File: src/rtl/nvm_chan_pkg.sv
// Shared types for the NVM channel model: arbiter FSM states and the cell-voltage word layout.
// Latency: n/a (types and constants only).
// Backpressure: n/a.
package nvm_chan_pkg;

   // Arbiter sequencing: reseed the distortion RNG, serve requesters, or wait for in-flight words.
   typedef enum logic [1:0] {
      INIT  = 2'd0,
      RUN   = 2'd1,
      DRAIN = 2'd2
   } state_t;

   localparam int CELL_W         = 32;
   localparam int VTH_W          = 16;
   localparam int VTH_PROG_LSB   = 16;
   localparam int VTH_ERASED_LSB = 0;

   // One cell word as carried on every requester lane and through the distortion pipeline.
   typedef struct packed {
      logic [VTH_W-1:0] vth_prog;
      logic [VTH_W-1:0] vth_erased;
   } cell_t;

   function automatic logic [VTH_W-1:0] vth_prog(input cell_t c);
      return c.vth_prog;
   endfunction

   function automatic logic [VTH_W-1:0] vth_erased(input cell_t c);
      return c.vth_erased;
   endfunction

endpackage

File: src/rtl/rtn_result_fifo.sv
// Synchronous result FIFO with a registered first-word output and an occupancy count.
// Latency: a push into an empty FIFO appears on out_valid/out_data one cycle after the push edge.
// Backpressure: out_* hold while out_valid & !pop; the writer must never push into a full FIFO.
module rtn_result_fifo #(
   parameter int WIDTH = 34,
   parameter int DEPTH = 8
) (
   input  logic                     clk,
   input  logic                     reset,
   input  logic                     push,
   input  logic [WIDTH-1:0]         push_data,
   input  logic                     pop,
   output logic                     out_valid,
   output logic [WIDTH-1:0]         out_data,
   output logic [$clog2(DEPTH):0]   count
);

   localparam int AW = $clog2(DEPTH);

   logic [WIDTH-1:0] mem [DEPTH];
   logic [AW-1:0]    wr_ptr;
   logic [AW-1:0]    rd_ptr;
   logic [AW:0]      mem_cnt;
   logic             load;

   // Refill the output register whenever it is empty or being consumed this cycle.
   assign load  = (mem_cnt != '0) && (!out_valid || pop);
   assign count = mem_cnt + {{AW{1'b0}}, out_valid};

   // Storage array: no reset needed, occupancy is tracked by the pointers.
   always_ff @(posedge clk) begin
      if (push) begin
         mem[wr_ptr] <= push_data;
      end
   end

   // Pointer and occupancy bookkeeping for the storage array.
   always_ff @(posedge clk or posedge reset) begin
      if (reset) begin
         wr_ptr  <= '0;
         rd_ptr  <= '0;
         mem_cnt <= '0;
      end else begin
         if (push) wr_ptr <= wr_ptr + AW'(1);
         if (load) rd_ptr <= rd_ptr + AW'(1);
         case ({push, load})
            2'b10:   mem_cnt <= mem_cnt + (AW+1)'(1);
            2'b01:   mem_cnt <= mem_cnt - (AW+1)'(1);
            default: mem_cnt <= mem_cnt;
         endcase
      end
   end

   // Registered head word, held stable until popped.
   always_ff @(posedge clk or posedge reset) begin
      if (reset) begin
         out_valid <= 1'b0;
         out_data  <= '0;
      end else if (load) begin
         out_valid <= 1'b1;
         out_data  <= mem[rd_ptr];
      end else if (pop) begin
         out_valid <= 1'b0;
      end
   end

endmodule

File: src/rtl/rtn_channel_arbiter.sv
// Shares one fixed-latency RTN distortion pipeline among NUM_REQ cell streams; reseeds, round-robin arbitrates, tags and returns results with requester ID.
// Latency: handshake edge to rsp_valid is DP_LAT+2 cycles when the result FIFO is empty.
// Backpressure: credit admission (outstanding < FIFO_DEPTH) so the pipeline never stalls; rsp_ready=0 fills the FIFO and then closes grants.
// Build option: define RTN_ARB_STATS_EN to add the stat_grants / stat_stall counter outputs.
module rtn_channel_arbiter
   import nvm_chan_pkg::*;
#(
   parameter int NUM_REQ     = 4,
   parameter int DP_LAT      = 2,
   parameter int FIFO_DEPTH  = 8,
   parameter int SEED_CYCLES = 4
) (
   input  logic                          clk,
   input  logic                          reset,
   input  logic [NUM_REQ-1:0]            req_valid,
   input  logic [CELL_W*NUM_REQ-1:0]     req_data,
   output logic [NUM_REQ-1:0]            req_ready,
   input  logic                          flush,
   output logic                          dp_seed_load,
   output logic                          dp_in_valid,
   output logic [CELL_W-1:0]             dp_in_data,
   input  logic [CELL_W-1:0]             dp_out_data,
   output logic                          rsp_valid,
   input  logic                          rsp_ready,
   output logic [CELL_W-1:0]             rsp_data,
   output logic [$clog2(NUM_REQ)-1:0]    rsp_id,
   output logic                          busy
`ifdef RTN_ARB_STATS_EN
   ,
   output logic [32*NUM_REQ-1:0]         stat_grants,
   output logic [31:0]                   stat_stall
`endif
);

   localparam int ID_W     = $clog2(NUM_REQ);
   localparam int INIT_LEN = SEED_CYCLES + DP_LAT;
   localparam int CNT_W    = $clog2(INIT_LEN + 1);
   localparam int OUT_W    = $clog2(FIFO_DEPTH + 1);
   localparam int FCNT_W   = $clog2(FIFO_DEPTH) + 1;

   state_t            state;
   state_t            state_nxt;
   logic [CNT_W-1:0]  init_cnt;
   logic [ID_W-1:0]   rr_ptr;
   logic [ID_W-1:0]   win_id;
   logic [ID_W-1:0]   cand;
   logic              win_found;
   logic              grant_en;
   logic              accept;
   logic              pop;
   logic [OUT_W-1:0]  outstanding;
   cell_t             issue_word;

   logic [DP_LAT:0]   tag_vld;
   logic [ID_W-1:0]   tag_id [DP_LAT+1];

   logic [FCNT_W-1:0]    fifo_count;
   logic [ID_W+CELL_W-1:0] fifo_out;

   assign accept     = grant_en && win_found;
   assign pop        = rsp_valid && rsp_ready;
   assign issue_word = req_data[CELL_W*win_id +: CELL_W];
   assign rsp_id     = fifo_out[ID_W+CELL_W-1:CELL_W];
   assign rsp_data   = fifo_out[CELL_W-1:0];

   // FSM state register.
   always_ff @(posedge clk or posedge reset) begin
      if (reset) state <= INIT;
      else       state <= state_nxt;
   end

   // FSM next state and grant enable; flush closes grants in the very cycle it is seen.
   always_comb begin
      state_nxt = state;
      grant_en  = 1'b0;
      case (state)
         INIT:    if (init_cnt == CNT_W'(INIT_LEN - 1)) state_nxt = RUN;
         RUN: begin
            if (flush) state_nxt = DRAIN;
            else       grant_en  = (outstanding < OUT_W'(FIFO_DEPTH));
         end
         DRAIN:   if (outstanding == '0) state_nxt = INIT;
         default: state_nxt = INIT;
      endcase
   end

   // INIT dwell counter: restarts from zero every time INIT is entered.
   always_ff @(posedge clk or posedge reset) begin
      if (reset)               init_cnt <= '0;
      else if (state != INIT)  init_cnt <= '0;
      else                     init_cnt <= init_cnt + CNT_W'(1);
   end

   // Round-robin search starting one past the last winner.
   always_comb begin
      win_found = 1'b0;
      win_id    = rr_ptr;
      cand      = '0;
      for (int k = 1; k <= NUM_REQ; k++) begin
         cand = ID_W'((int'(rr_ptr) + k) % NUM_REQ);
         if (!win_found && req_valid[cand]) begin
            win_found = 1'b1;
            win_id    = cand;
         end
      end
   end

   // One-hot grant, only while admission is open.
   always_comb begin
      req_ready = '0;
      if (accept) req_ready[win_id] = 1'b1;
   end

   // Pointer moves to the winner only when a word is actually taken.
   always_ff @(posedge clk or posedge reset) begin
      if (reset)       rr_ptr <= ID_W'(NUM_REQ - 1);
      else if (accept) rr_ptr <= win_id;
   end

   // Credit count: words accepted but not yet popped by the consumer.
   always_ff @(posedge clk or posedge reset) begin
      if (reset) begin
         outstanding <= '0;
      end else begin
         case ({accept, pop})
            2'b10:   outstanding <= outstanding + OUT_W'(1);
            2'b01:   outstanding <= outstanding - OUT_W'(1);
            default: outstanding <= outstanding;
         endcase
      end
   end

   // Issue register towards the distortion pipeline.
   always_ff @(posedge clk or posedge reset) begin
      if (reset) begin
         dp_in_valid <= 1'b0;
         dp_in_data  <= '0;
      end else begin
         dp_in_valid <= accept;
         if (accept) dp_in_data <= issue_word;
      end
   end

   // Tag shift register: its tail lines up with dp_out_data for the same word.
   always_ff @(posedge clk or posedge reset) begin
      if (reset) begin
         tag_vld <= '0;
         for (int i = 0; i <= DP_LAT; i++) tag_id[i] <= '0;
      end else begin
         tag_vld[0] <= accept;
         tag_id[0]  <= win_id;
         for (int i = 1; i <= DP_LAT; i++) begin
            tag_vld[i] <= tag_vld[i-1];
            tag_id[i]  <= tag_id[i-1];
         end
      end
   end

   // Seed strobe and busy are registered so every output is quiet while reset is held;
   // the strobe coincides with busy rising and marks the first clocked INIT cycle.
   always_ff @(posedge clk or posedge reset) begin
      if (reset) begin
         dp_seed_load <= 1'b0;
         busy         <= 1'b0;
      end else begin
         dp_seed_load <= (state == INIT) && (init_cnt == '0);
         busy         <= (state != RUN) || (outstanding != '0) || (fifo_count != '0);
      end
   end

   rtn_result_fifo #(
      .WIDTH (ID_W + CELL_W),
      .DEPTH (FIFO_DEPTH)
   ) u_result_fifo (
      .clk       (clk),
      .reset     (reset),
      .push      (tag_vld[DP_LAT]),
      .push_data ({tag_id[DP_LAT], dp_out_data}),
      .pop       (pop),
      .out_valid (rsp_valid),
      .out_data  (fifo_out),
      .count     (fifo_count)
   );

`ifdef RTN_ARB_STATS_EN
   // Per-requester accepted-word counters and a stall counter; both wrap and clear only on reset.
   always_ff @(posedge clk or posedge reset) begin
      if (reset) begin
         stat_grants <= '0;
         stat_stall  <= '0;
      end else begin
         if (accept) stat_grants[32*win_id +: 32] <= stat_grants[32*win_id +: 32] + 32'd1;
         if ((|req_valid) && !accept) stat_stall <= stat_stall + 32'd1;
      end
   end
`endif

endmodule
File: config.mk
export PLATFORM = sky130hd
export DESIGN_NAME = rtn_channel_arbiter
export DESIGN_NICKNAME = d
export VERILOG_FILES = /design/src/rtl/nvm_chan_pkg.sv /design/src/rtl/rtn_result_fifo.sv /design/src/rtl/rtn_channel_arbiter.sv
export SDC_FILE = /design/constraint.sdc
export NUM_CORES = 1
export LEC_CHECK = 0
export ABC_AREA = 1
export CAP_MARGIN = 20
export CORE_MARGIN = 4
export CORE_UTILIZATION = 27
export DETAILED_ROUTE_END_ITERATION = 8
export PLACE_DENSITY_LB_ADDON = 0.15
export SETUP_SLACK_MARGIN = 0.15
export SLEW_MARGIN = 20
export SYNTH_ARGS = -nofsm -noshare
export SYNTH_HDL_FRONTEND = slang
export SYNTH_SLANG_ARGS = --single-unit
export TNS_END_PERCENT = 10
File: constraint.sdc
create_clock -name clk -period 6.35 [get_ports clk]
set_input_delay 0.635 -clock clk [delete_from_list [all_inputs] [get_ports clk]]
set_output_delay 0.635 -clock clk [all_outputs]
set_load 0.01 [all_outputs]
Yosys cells after proc, flatten, opt, wreduce, memory -nomap -nowiden

Memory sizes are Yosys's and may differ from the RTL's. A register that Yosys moved wholly into a read port is not among the register bits.
Cells that the tools add are included.

Bits in registers: 66
Bits in latches: 0
Bits in writable memories: 272
Memory bits (read-only): 0
Input bits: 168
Output and inout port bits: 74
Memories kept: 1

Memories:

| name              | words | width | rd ports | clocked after Yosys merged registers in | write ports | RTL line              | text |
|---|---|---|---|---|---|---|---|
| u_result_fifo.mem | 8     | 34    | 1        | 1                                       | 1           | rtn_result_fifo.sv:20 | `logic [WIDTH-1:0] mem [DEPTH];` |

Add/sub/neg operators: 12
Multiply operators: 0
Divide/modulo/power cells: 0
$lt $le $gt $ge: 7
Equality and inequality tests: 11
Shift-type cells: 1
Mux-type cells: 32
Bitwise operators: 0
Reduce and logical (&&, ||, !) cells: 26

Operator list:

| cell                  | count |
|---|---|
| $shiftx A128 B8 Y32   | 1 |
| $pmux W4 S2           | 2 |
| $lt A2 B3 Y1 const B  | 5 |
| $mux W1               | 15 |
| $mux W2               | 7 |
| $reduce_bool A4 Y1    | 3 |
| $add A3 B1 Y3 const B | 3 |
| $add A4 B1 Y4 const B | 2 |
| $bmux W1 S2           | 4 |
| $logic_and A1 B1 Y1   | 8 |
| $reduce_bool A2 Y1    | 4 |
| $sub A4 B1 Y4 const B | 2 |
| $eq A2 B1 Y1 const B  | 3 |
| $eq A2 B2 Y1 const B  | 3 |
| $ne A2 B2 Y1 const B  | 3 |
| $pmux W2 S3           | 1 |
| $add A2 B1 Y2 const B | 2 |
| $add A2 B2 Y2 const B | 2 |
| $add A4 B1 Y4         | 1 |
| $logic_not A1 Y1      | 4 |
| $logic_not A4 Y1      | 1 |
| $lt A4 B4 Y1 const B  | 1 |
| $mux W4               | 1 |
| $eq A3 B3 Y1 const B  | 1 |
| 8 further kinds       | 10 |

Logic depth before layout (Yosys ltp)

Word-level depth: 18
Mapped depth: 16
Mapped depth without buffers: 14

Cells and area by module

From an unflattened synthesis, not the netlist that was laid out.

Cell total of the unflattened synthesis: 1542
Area, all modules: 16300.6 um^2

Modules (own cells, without submodules):

| module              | instances | cells each | area each (um^2) |
|---|---|---|---|
| rtn_result_fifo     | 1         | 1035       | 12781.0 |
| rtn_channel_arbiter | 1         | 507        | 3519.6 |

Worst setup path after synthesis

OpenSTA, ideal clock, no wires.

Path kind: register to register
From: register u_result_fifo.mem_cnt[1]
To: register u_result_fifo.mem_cnt[3]
Library setup time: 123 ps
Arrival: 2509 ps
Required time: 6227 ps
Slack: 3717 ps
Cell stages (with the launch flop): 16
Buffers on the path: 2
Period minus slack after synthesis: 2633 ps
Cells stage by stage: dfrtp_1 > nor4_1 > inv_1 > nand2_1 > inv_1 > buf_2 > buf_2 > ha_1 > ha_1 > nand2_1 > nor2_1 > a211oi_1 > nor2_1 > nor2_1 > nand2_1 > xnor2_1

Longest elaborated chain between the ends: 4
Elaborated cells on any way between the ends: 8
Those cells by class: add/sub: 2; eq/ne: 2; mux: 1; reduce/logical: 3

Ends and longest elaborated chain:

| what                                                     | RTL line              | text |
|---|---|---|
| from (decl)                                              | rtn_result_fifo.sv:23 | `logic [AW:0] mem_cnt;` |
| from (signal assigned)                                   | rtn_result_fifo.sv:47 | `2'b10: mem_cnt <= mem_cnt + (AW+1)'(1);` |
| from (signal assigned)                                   | rtn_result_fifo.sv:48 | `2'b01: mem_cnt <= mem_cnt - (AW+1)'(1);` |
| from (signal assigned)                                   | rtn_result_fifo.sv:49 | `default: mem_cnt <= mem_cnt;` |
| $reduce_bool A4 Y1 (*)                                   | rtn_result_fifo.sv:27 | `assign load = (mem_cnt != '0) && (!out_valid \|\| pop);` |
| $logic_and A1 B1 Y1 (*)                                  | rtn_result_fifo.sv:27 |  |
| via u_result_fifo.load                                   | rtn_result_fifo.sv:24 | `logic load;` |
| $eq A2 B1 Y1 / $eq A2 B2 Y1 (equally long branches)      | rtn_result_fifo.sv:46 | `case ({push, load})` |
| $pmux W4 S2 / $reduce_bool A2 Y1 (equally long branches) | -                     |  |

The timed path passes the listed nets; every way through them passes the cells marked *.
A chain may end at the register's enable or synchronous reset.

Final worst setup path

From: register rr_ptr[0]
To: output req_ready[0]

Longest elaborated chain between the ends: 18
Elaborated cells on any way between the ends: 33
Those cells by class: add/sub: 4; order compare: 2; mux: 19; reduce/logical: 8

Ends and longest elaborated chain:

| what                                                                      | RTL line                   | text |
|---|---|---|
| from (decl)                                                               | rtn_channel_arbiter.sv:44  | `logic [ID_W-1:0] rr_ptr;` |
| from (signal assigned)                                                    | rtn_channel_arbiter.sv:116 | `if (reset) rr_ptr <= ID_W'(NUM_REQ - 1);` |
| from (signal assigned)                                                    | rtn_channel_arbiter.sv:117 | `else if (accept) rr_ptr <= win_id;` |
| $add A2 B1 Y2                                                             | rtn_channel_arbiter.sv:100 | `cand = ID_W'((int'(rr_ptr) + k) % NUM_REQ);` |
| $bmux W1 S2                                                               | rtn_channel_arbiter.sv:101 | `if (!win_found && req_valid[cand]) begin` |
| $mux W1 (implied by the code)                                             | rtn_channel_arbiter.sv:101 |  |
| $mux W1                                                                   | rtn_channel_arbiter.sv:101 |  |
| $logic_not A1 Y1                                                          | rtn_channel_arbiter.sv:101 |  |
| $logic_and A1 B1 Y1                                                       | rtn_channel_arbiter.sv:101 |  |
| $mux W1                                                                   | rtn_channel_arbiter.sv:101 |  |
| $logic_not A1 Y1                                                          | rtn_channel_arbiter.sv:101 |  |
| [... 2 more ...]                                                          | -                          |  |
| $logic_not A1 Y1                                                          | rtn_channel_arbiter.sv:101 |  |
| $logic_and A1 B1 Y1                                                       | rtn_channel_arbiter.sv:101 |  |
| $mux W2                                                                   | rtn_channel_arbiter.sv:101 |  |
| $lt A2 B3 Y1 (implied by the code) / $ge A2 B1 Y1 (equally long branches) | rtn_channel_arbiter.sv:111 | `if (accept) req_ready[win_id] = 1'b1;` |
| $logic_and A1 B1 Y1 (implied by the code)                                 | rtn_channel_arbiter.sv:111 |  |
| $mux W1 (implied by the code)                                             | rtn_channel_arbiter.sv:111 |  |
| $demux W1 S2                                                              | rtn_channel_arbiter.sv:111 |  |
| $mux W4 (*)                                                               | rtn_channel_arbiter.sv:111 |  |
| to (decl)                                                                 | rtn_channel_arbiter.sv:17  | `output logic [NUM_REQ-1:0] req_ready,` |

Mark *: on every way between the ends. The rest lies on a longest branch, timed or not. The select of a mux whose other input is x is not followed.

==> metrics.cfg <==
[place]
port_buffers = 241
place_area_mm2 = 0.0187
gp_congestion = 0.811
dp_hpwl_mm = 27.7

[synthesis]
syn_avg_cell_area_um2 = 11.1
synth-seq-cells = 371
yosys_warnings = 0
synthesis.area_mm2 = 0.0155
ys_seq_area_share_pct = 68.6
synthDistinctLibCells = 33
syn_inst = 1397
syn-num-nets = 1579

[route]
drt-total-wl_mm = 46.8
drt_iter0_markers = 636
drc = 0
detail-route-antenna-nets = 0
vias = 11100
avgViaCountPerCell = 4.59
firstDrtPassIters = 5
wl_per_cell_um = 19.4

[finish]
final_nets = 1802
utilization_pct = 35.5
area_growth_pct = 29.5
drive_gt1_share_pct = 6.60
fin_area_mm2 = 0.0201

[cts]
cts_made_buffers = 43
cts_hold_buf = 0
clkSinkCount = 371
clock_path_buffers = 3
clkLatencyLatePin_ns = 0.56
htreeDepth = 2
ctsResizeCount = 0
postCtsSetupRepairBufs = 0
clk_pin_slew_worst_paths_ns = 0.06
cts_root_buffer = clkbuf_16
cts_tree = built

[floorplanning]
dieArea_mm2 = 0.0614
pin_count = 242
die_w_um = 248
core_area_mm2 = 0.0566
rows = 87
dieHeight_um = 248
start_util_pct = 27.4

[setup_path]
cpMostUsedCell = nand2_1
startpoint_type = flip-flop
crit_fanout = 67
slowest_delay_ns = 0.64
crit_type = flip-flop to output pin
crit_chain = inv_1 -> nand2_1 -> nand3_1 -> nand2_1 -> nand2_2 -> nand2_1 -> nand2_1 -> nand2_2 -> buf_4 -> nand2_1 -> nor2_1 -> clkdlybuf4s50_1
cp.arrival_ns = 3.45
critPathTopFamily = buffers and inverters
critPathCaptureType = output pin
cp_slowest_cell = dfstp_2
crit_required_ns = 5.71
critPathBufInv = 3

[sta]
hold_violations = 0
fin_tns_setup_ns = 0
finalMaxSlewViolations = 0
tightest_slew_ns = 0.966
period_share_pct = 64.4
fmax_mhz = 245
slew_headroom_pct = 35.5
fin_crit_ns = 4.09
finClkSkew_ns = 0.0158
setup_violations = 0
rsz0062_at_grt = false

[grt]
antenna_found_initial = 10
overflow = 0
grt_pass1_vias = 11400
grt_usage_pct = 15.0
grt_max_degree = 81
grt_pass1_wl_mm = 70.5

[power]
ir_worst_vdd_mv = 0.287
p_clk_share_pct = 28.0
switching_share_pct = 36.9
p_switching_mw = 3.27
p_per_area_mw_per_mm2 = 441
comb_power_share_pct = 35.0
p_seq_share_pct = 37.0
p_int_mw = 5.58
power.leakage_nw = 7.49

[outcome]
status = complete, no violations

[flow_run]
max_cap_viol_count = 0

[min_path]
hp-class = flip-flop to flip-flop

-- power by group through the flow --
stage,clock network (mW),registers [mW],logic (mW)
2_1_floorplan,0,3.21,2.10
3_3_place_gp,0,3.33,3.14
3_5_place_dp,0,3.33,3.16
4_1_cts,2.56,3.29,3.16
5_1_grt,2.66,3.33,3.51
6_report,2.48,3.28,3.10
-- cells in the mapped netlist (all sizes together) --
library cell | instances | area (µm²)
o31ai | 1 | 7.51
nand3 | 64 | 320
o21bai | 1 | 7.51
ha | 13 | 163
a211oi | 1 | 7.51
edfxtp | 272 | 8170
o211ai | 11 | 82.6
nor3b | 1 | 7.51
o21a | 1 | 7.51
dfrtp | 97 | 2430
xor2 | 5 | 43.8
o22ai | 11 | 68.8
a21oi | 6 | 41.3
nor2 | 159 | 604
fa | 1 | 20.0
nand2 | 420 | 1590
buf | 31 | 243
nand4 | 2 | 12.5
inv | 30 | 113
nor4 | 2 | 12.5
o221ai | 58 | 508
nor3 | 3 | 15.0
dfstp | 2 | 52.6
clkbuf | 52 | 195
or2 | 3 | 18.8
o21ai | 143 | 716
xnor2 | 7 | 61.3
-- worst reg2reg max path: cells and delay by family, from the launching register on --
family / cells / cell delay (ns)
buffers and inverters: 2 / 0.61
flip-flops: 1 / 0.64
AND/OR/NAND/NOR: 7 / 0.98
adder cells (fa/ha/maj): 2 / 0.46
AO/OA/AOI/OAI: 3 / 0.34
-- sequential cells by signal (all words and copies together), names as in the netlist --
register,cells
busy,1
dp_in_data,32
dp_seed_load,1
init_cnt,3
outstanding,4
rr_ptr,2
state,2
tag_id,6
tag_vld,3
u_result_fifo.mem,272
u_result_fifo.mem_cnt,4
u_result_fifo.out_data,34
u_result_fifo.out_valid,1
u_result_fifo.rd_ptr,3
u_result_fifo.wr_ptr,3
-- per-stage QoR --
| step | power [mW] | instances | hold slack (ns) | worst slack (ns) |
|---|---|---|---|---|
| 3_5_place_dp | 6.50 | 2331 | 0.336 | 2.53 |
| 4_1_cts | 9.02 | 2408 | 0.349 | 2.24 |
| 3_3_place_gp | 6.47 | 2331 | 0.335 | 2.53 |
| 2_1_floorplan | 5.32 | 1397 | 0.331 | 3.13 |
| 5_1_grt | 9.50 | 2410 | 0.357 | 1.94 |
| 6_report | 8.86 | 2412 | 0.349 | 2.26 |
-- cells in the final DEF, fill, tap and decap left out, types with 4 or more instances in the layout --
| cell | n |
|---|---|
| nand2_1 | 412 |
| edfxtp_1 | 272 |
| clkdlybuf4s50_1 | 241 |
| nor2_1 | 150 |
| o21ai_0 | 143 |
| dfrtp_1 | 95 |
| nand3_1 | 64 |
| o221ai_1 | 58 |
| clkbuf_16 | 44 |
| inv_1 | 26 |
| buf_4 | 20 |
| ha_1 | 13 |
| o211ai_1 | 11 |
| o22ai_1 | 11 |
| clkbuf_1 | 11 |
| nor2_4 | 9 |
| nand2_2 | 8 |
| xnor2_1 | 7 |
| clkinv_1 | 6 |
| xor2_1 | 5 |
| a21oi_1 | 5 |
| clkbuf_8 | 5 |
| diode_2 | 4 |
| clkinv_2 | 4 |
| bufinv_16 | 4 |
-- area by class of cell --
| type | count | area (µm²) |
|---|---|---|
| Timing Repair Buffer | 261 | 2560 |
| Fill cell | 5677 | 36500 |
| Inverter | 30 | 116 |
| Multi-Input combinational cell | 913 | 4380 |
| Clock inverter | 17 | 199 |
| Tap cell | 756 | 946 |
| Antenna cell | 4 | 10.0 |
| Clock buffer | 60 | 1210 |
| Sequential cell | 371 | 10700 |
-- final timing paths --
path,depth (start not counted),startpoint,slack (ns),to
min reg2reg,0,tag_id[2],0.35,tag_id[0]
min,0,tag_id[2],0.35,tag_id[0]
max,12,rr_ptr[0],2.26,req_ready[0]
min in group asynchronous,2,reset,0.62,dp_seed_load
max in group asynchronous,3,reset,4.49,dp_in_data[7]
max reg2reg,14,rr_ptr[0],3.24,outstanding[2]
-- cell families (layout without fill, tap and decap cells) --
group,Yosys count,after routing,share of synthesized area (%)
simple gates,654,654,16.6
flops,371,371,68.6
compound gates,233,233,9.32
buf+inv,113,368,3.55
fa+ha+maj,14,14,1.18
xor+xnor,12,12,0.678
other cells,0,4,0
-- layer usage --
metal | global-route usage, % | vias to the layer above | share of wire [%]
li1 | - | 5334 | -
met1 | 20.0 | 5408 | 45
met2 | 24.2 | 269 | 47
met3 | 4.60 | 59 | 6.7
met4 | 3.35 | 10 | 1.4
met5 | 0 | - | 0.15
(Power assumes the default switching activity.)
